===== config.mk =====
export PLATFORM = sky130hd
export DESIGN_NAME = mem_stage
export DESIGN_NICKNAME = d
export VERILOG_FILES = /design/src/rtl/mem_stage.sv
export SDC_FILE = /design/constraint.sdc
export NUM_CORES = 1
export LEC_CHECK = 0
export BUFFER_PORTS_ARGS = -buffer_cell sky130_fd_sc_hd__buf_2
export CAP_MARGIN = 20
export CORE_MARGIN = 2
export CORE_UTILIZATION = 29
export CTS_CLUSTER_SIZE = 30
export DETAILED_ROUTE_END_ITERATION = 10
export RECOVER_POWER = 25
export SYNTH_ARGS = -nofsm -noshare
export SYNTH_HDL_FRONTEND = slang
export SYNTH_SLANG_ARGS = --single-unit

===== constraint.sdc =====
create_clock -name clk -period 1.5 [get_ports clk]
set_input_delay 0.15 -clock clk [delete_from_list [all_inputs] [get_ports clk]]
set_output_delay 0.15 -clock clk [all_outputs]
set_load 0.02 [all_outputs]

===== src/rtl/mem_stage.sv =====
// Memory-access stage: word/byte loads and stores over a req/ack data-memory port, feeding the regfile load-write port.
// Optional build macro MEM_LDR_ROTATE_EN: unaligned word loads return rdata rotated right by 8*addr[1:0].
module mem_stage #(
   parameter int DADDR_W = 11
) (
   input  logic               clk,
   input  logic               rst,
   input  logic               ex_valid,
   input  logic               is_load,
   input  logic               is_store,
   input  logic               is_byte,
   input  logic [31:0]        addr,
   input  logic [31:0]        str_data,
   input  logic [3:0]         rd_addr,
   output logic               stall,
   output logic               mem_req,
   output logic               mem_we,
   output logic [DADDR_W-1:0] mem_addr,
   output logic [3:0]         mem_be,
   output logic [31:0]        mem_wdata,
   input  logic               mem_ack,
   input  logic [31:0]        mem_rdata,
   output logic [3:0]         w_addr_ldr,
   output logic               w_en_ldr,
   output logic [31:0]        w_data_ldr
);

   typedef enum logic [1:0] {IDLE, ACCESS, RESP} state_t;

   state_t      state, state_next;
   logic        accept;
   logic        byte_q;
   logic [1:0]  lane_q;
   logic [3:0]  rd_q;
   logic [31:0] ld_fmt;
   logic        unused_addr_bits;

   // Bits above the word-address window wrap around in memory space.
   assign unused_addr_bits = ^addr[31:DADDR_W+2];

   assign accept   = (state == IDLE) && ex_valid && (is_load || is_store);
   assign stall    = (state != IDLE);
   assign mem_req  = (state == ACCESS);
   assign w_en_ldr = (state == RESP);

   always_ff @(posedge clk) begin
      if (rst) state <= IDLE;
      else     state <= state_next;
   end

   always_comb begin
      state_next = state;
      case (state)
         IDLE:    if (accept) state_next = ACCESS;
         ACCESS:  if (mem_ack) state_next = mem_we ? IDLE : RESP;
         RESP:    state_next = IDLE;
         default: state_next = IDLE;
      endcase
   end

   always_comb begin
      ld_fmt = mem_rdata;
      if (byte_q) begin
         case (lane_q)
            2'd0:    ld_fmt = {24'h0, mem_rdata[7:0]};
            2'd1:    ld_fmt = {24'h0, mem_rdata[15:8]};
            2'd2:    ld_fmt = {24'h0, mem_rdata[23:16]};
            default: ld_fmt = {24'h0, mem_rdata[31:24]};
         endcase
      end else begin
`ifdef MEM_LDR_ROTATE_EN
         case (lane_q)
            2'd0:    ld_fmt = mem_rdata;
            2'd1:    ld_fmt = {mem_rdata[7:0],  mem_rdata[31:8]};
            2'd2:    ld_fmt = {mem_rdata[15:0], mem_rdata[31:16]};
            default: ld_fmt = {mem_rdata[23:0], mem_rdata[31:24]};
         endcase
`else
         ld_fmt = mem_rdata;
`endif
      end
   end

   // Request fields are captured at accept and held until ack; a simultaneous
   // load+store is treated as a store. Load results persist for forwarding.
   always_ff @(posedge clk) begin
      if (rst) begin
         mem_we     <= 1'b0;
         mem_addr   <= '0;
         mem_be     <= 4'h0;
         mem_wdata  <= 32'h0;
         byte_q     <= 1'b0;
         lane_q     <= 2'd0;
         rd_q       <= 4'h0;
         w_addr_ldr <= 4'h0;
         w_data_ldr <= 32'h0;
      end else begin
         if (accept) begin
            mem_we    <= is_store;
            mem_addr  <= addr[DADDR_W+1:2];
            mem_be    <= is_byte ? (4'b0001 << addr[1:0]) : 4'hF;
            mem_wdata <= is_byte ? {4{str_data[7:0]}} : str_data;
            byte_q    <= is_byte;
            lane_q    <= addr[1:0];
            rd_q      <= rd_addr;
         end
         if ((state == ACCESS) && mem_ack && !mem_we) begin
            w_data_ldr <= ld_fmt;
            w_addr_ldr <= rd_q;
         end
      end
   end

endmodule


# == After elaboration in Yosys (flattened, before gate mapping) ==
# Cells that the tools add are included.
# word_totals
reg_bits,93
in_bits,107
output_inout_bits,87
word_cells,35
# op_classes
n_eq_ne,6
shifts,1
muxes,8
reduce_logical,10
# ops
operator,count
32-bit two-way mux,2
8-bit one-hot mux with 3 select lines,1
2-bit two-way mux,3
"2-bit by 1-bit equality test with 1-bit output, second input constant",2
"2-bit equality test, second input constant",2
1-bit logical AND,4
2-bit logical NOT,2
4-bit two-way mux,1
2-bit one-hot mux with 2 select lines,1
"1-bit by 2-bit << shifter with 4-bit output, first input constant",1
"2-bit by 1-bit inequality test with 1-bit output, second input constant",1
"2-bit inequality test, second input constant",1
2-bit AND reduction,1
2-bit nonzero test,1
1-bit logical NOT,1
1-bit logical OR,1

# == Logic depth before layout (Yosys ltp) ==
# depth
ltp_word,5
depth_mapped,6

# == Worst setup path before layout ==
# OpenSTA, ideal clock, no wires.
# synth_timing
path_type,register -> register
from,register state[1]
to,register w_data_ldr[12]
arrival_time_ns,1.141
setup_slack_ns,0.226
path_stages_with_launch,7
path_buffers,2
period_less_slack_ns,1.274
cell_sequence,dfxtp_1 -> and2b_1 -> nand3b_1 -> buf_4 -> buf_6 -> nand2_1 -> a21oi_1
# synth_via
elab_chain_len,3
# synth_lines
element,line_no,text
start: declaration,30,"state_t state, state_next;"
start signal: assignment,48,else state <= state_next;
2-bit by 1-bit equality test with 1-bit output,-,
net mem_req,16,"output logic mem_req,"
1-bit logical AND (2 in a row),107,if ((state == ACCESS) && mem_ack && !mem_we) begin
end signal: assignment,108,w_data_ldr <= ld_fmt;
end: declaration,25,output logic [31:0] w_data_ldr
# The timed path passes the listed nets, and every way through them passes these cells.
# A chain may end at the register's enable or synchronous reset.

# == Final worst setup path ==
# layout_timing
from,register state[1]
to,register mem_wdata[12]
# layout_via
elab_chain_len,3
# layout_lines
element,line_no,text
2-bit logical NOT,41,assign accept = (state == IDLE) && ex_valid && (is_load || is_store);
1-bit logical AND (2 in a row),41,
end signal: assignment,102,mem_wdata <= is_byte ? {4{str_data[7:0]}} : str_data;
end: declaration,20,"output logic [31:0] mem_wdata,"
# Every way passes these cells.

==> metrics.cfg <==
[die]
fp.dieW_um=122
die_h_um=122
io_pins=194
core_um2=13800
die-area_um2=15000
rows=43
start_util_pct=29.5

[global_routing]
grt_max_degree=49
grt_pass1_vias=3712
grt_overflow=0
grt.total_usage_pct=15.9
grt_pass1_wl_mm=18.5
grt_antenna_before_repair=0

[setup_path]
required_ns=1.76
crit_path_top_delay_cell=dfxtp_1
crit_chain=nor2_2 -> o211a_4 -> buf_12 -> nor2_1 -> a211oi_2
crit_path_start_kind=flop
critPathMaxStageDelay_ns=0.34
critPathCaptureType=flop
criticalPathCategory=flop to flop
cp_max_fo=35
crit_arrival_ns=1.64

[routing]
top_layer=met4
dr_wl_met2_mm=5.81
firstDrtPassIters=4
wl_per_cell_um=14.8
vias_per_cell=4.79
wl_met3_um=752
detail-route-antenna-nets=0
drt_iter0_drc=185
vias=3892
routed_wl_mm=12.0
drc_errors=0
met1Wirelength_mm=5.21

[cts]
clk_pin_slew_ns=0.06
hold_buffers=0
cts_resized=0
cts_tree=done
clockBufferDepth=2
clock-sinks=93
cts_max_level=3
clkLatencyLatePin_ns=0.35
root_buffer=clkbuf_16
cts-buffers-inserted=9
cts_setup_buffers=0

[job]
maxCapViolCount=0

[power]
peakVddDrop_uv=790
p_leak_uw=0.00222
powerDensity_nw_per_um2=1170

[sta]
setup_viol=0
hold-worst-slack_ns=0.0389
fin_setup_tns_ns=0
fmax_mhz=728
worst_pin_slew_ns=0.317
finalCritPeriodShare_pct=91.6
period_needed_ns=1.37
slew_viol_final=0
rsz0062_at_grt=no
finClkSkew_ns=0.00767
slew_headroom_pct=78.9
hold_viol_final=0

[cells_and_area]
antennaDiodeCount=0
area_growth_pct=33.9
fill_cells=1504
layout.nets=736
final-seq-area_um2=1860
multiInputGateArea_um2=1940
drive_above_1_share_pct=28.3

[synth]
synth_area_leaders=dfxtp_1 (46%), nand2_1 (8.1%), a21oi_1 (7.9%)
ys_seq_elements=93
synth_area_um2=4060
async_flop_share_pct=0
yosysTopAreaCellShare_pct=45.9
synth_most_common_cell=dfxtp_1
syn_nets=577
seq_area_frac_synth_pct=45.9
synth_flop_cell=dfxtp_1
yosys_warnings=0
synth_cells=470
synth_common_cells=dfxtp_1 (93), nand2_1 (88), a21oi_1 (64)
yosysTopAreaCell=dfxtp_1
yosysUniqueCellTypes=28
synth_edf_count=0
avgSynthCellArea_um2=8.63

[min_path]
hold_path_class=primary input to flop

[run_status]
status=complete, no violations

[placement]
gp_congestion=0.799
hpwl_mm=8.64
portBuffers=174

final cells by class:
cell class | count | area share [%]
well taps | 180 | 4.15
flip-flops and latches | 93 | 34.3
clock buffers | 11 | 4.28
clock inverters | 4 | 1.80
repair buffers | 191 | 19.5
inverters | 3 | 0.207
multi-input cells | 331 | 35.8
placed cells by master (no fill, tap or decap), types with 10 or more instances in the layout:
master / n
a211oi_2: 15
a21oi_1: 64
buf_2: 129
clkbuf_1: 46
dfxtp_1: 93
mux2i_1: 32
nand2_1: 88
nand2b_1: 10
nand3b_1: 32
nor2_1: 38
cells by family after synthesis:
family	count (synthesis)	share of synthesized area [%]
buffers and inverters	46	6.35
and+or+nand+nor	196	23.1
AOI/OAI and AO/OA	103	16.7
DFF	93	45.9
muxes	32	7.90
power breakdown:
part	internal, uW	total [uW]	switching [uW]
sequential	2620	2700	79.1
clock	1620	2580	960
combinational	426	1100	672
total	4670	6380	1710
layer usage:
| metal | up-vias | global-route usage, % |
|---|---|---|
| li1 | 1941 | - |
| met1 | 1816 | 19.3 |
| met2 | 120 | 26.5 |
| met3 | 15 | 4.37 |
| met4 | 0 | 6.47 |
| met5 | - | 0 |
registers in the layout (all words and copies together) (netlist names):
register	cells
state	2
w_addr_ldr	4
w_data_ldr	32
mem_be	4
mem_wdata	32
byte_q	1
mem_we	1
mem_addr	11
rd_q	4
lane_q	2
critical path: cells and delay by family (launching register included):
kind,cells,cell delay [ns]
compound gates,2,0.47
buf+inv,1,0.22
flops,1,0.34
simple gates,2,0.26
through the flow:
| stage | utilization (%) | area [um2] | setup slack (ns) | power (uW) | cells |
|---|---|---|---|---|---|
| final | 39.4 | 5430 | 0.127 | 6380 | 813 |
| after global routing | 39.4 | 5430 | 0.00756 | 6650 | 813 |
| after CTS | 39.7 | 5470 | 0.0817 | 6480 | 811 |
| after detailed placement | 37.3 | 5140 | 0.104 | 3870 | 796 |
| after global placement | 37.3 | 5140 | 0.184 | 3840 | 796 |
| after floorplan | - | 4060 | 0.226 | 3430 | 470 |
path summary, 6_finish.rpt:
kind             startpoint              to  slack [ns]  depth (start not counted)
max                state[1]   mem_wdata[12]        0.13                          5
min                 addr[2]     mem_addr[0]        0.04                          3
max reg2reg        state[1]   mem_wdata[12]        0.13                          5
min reg2reg  w_data_ldr[18]  w_data_ldr[18]        0.45                          2
Power figures use the tool's default switching activity.
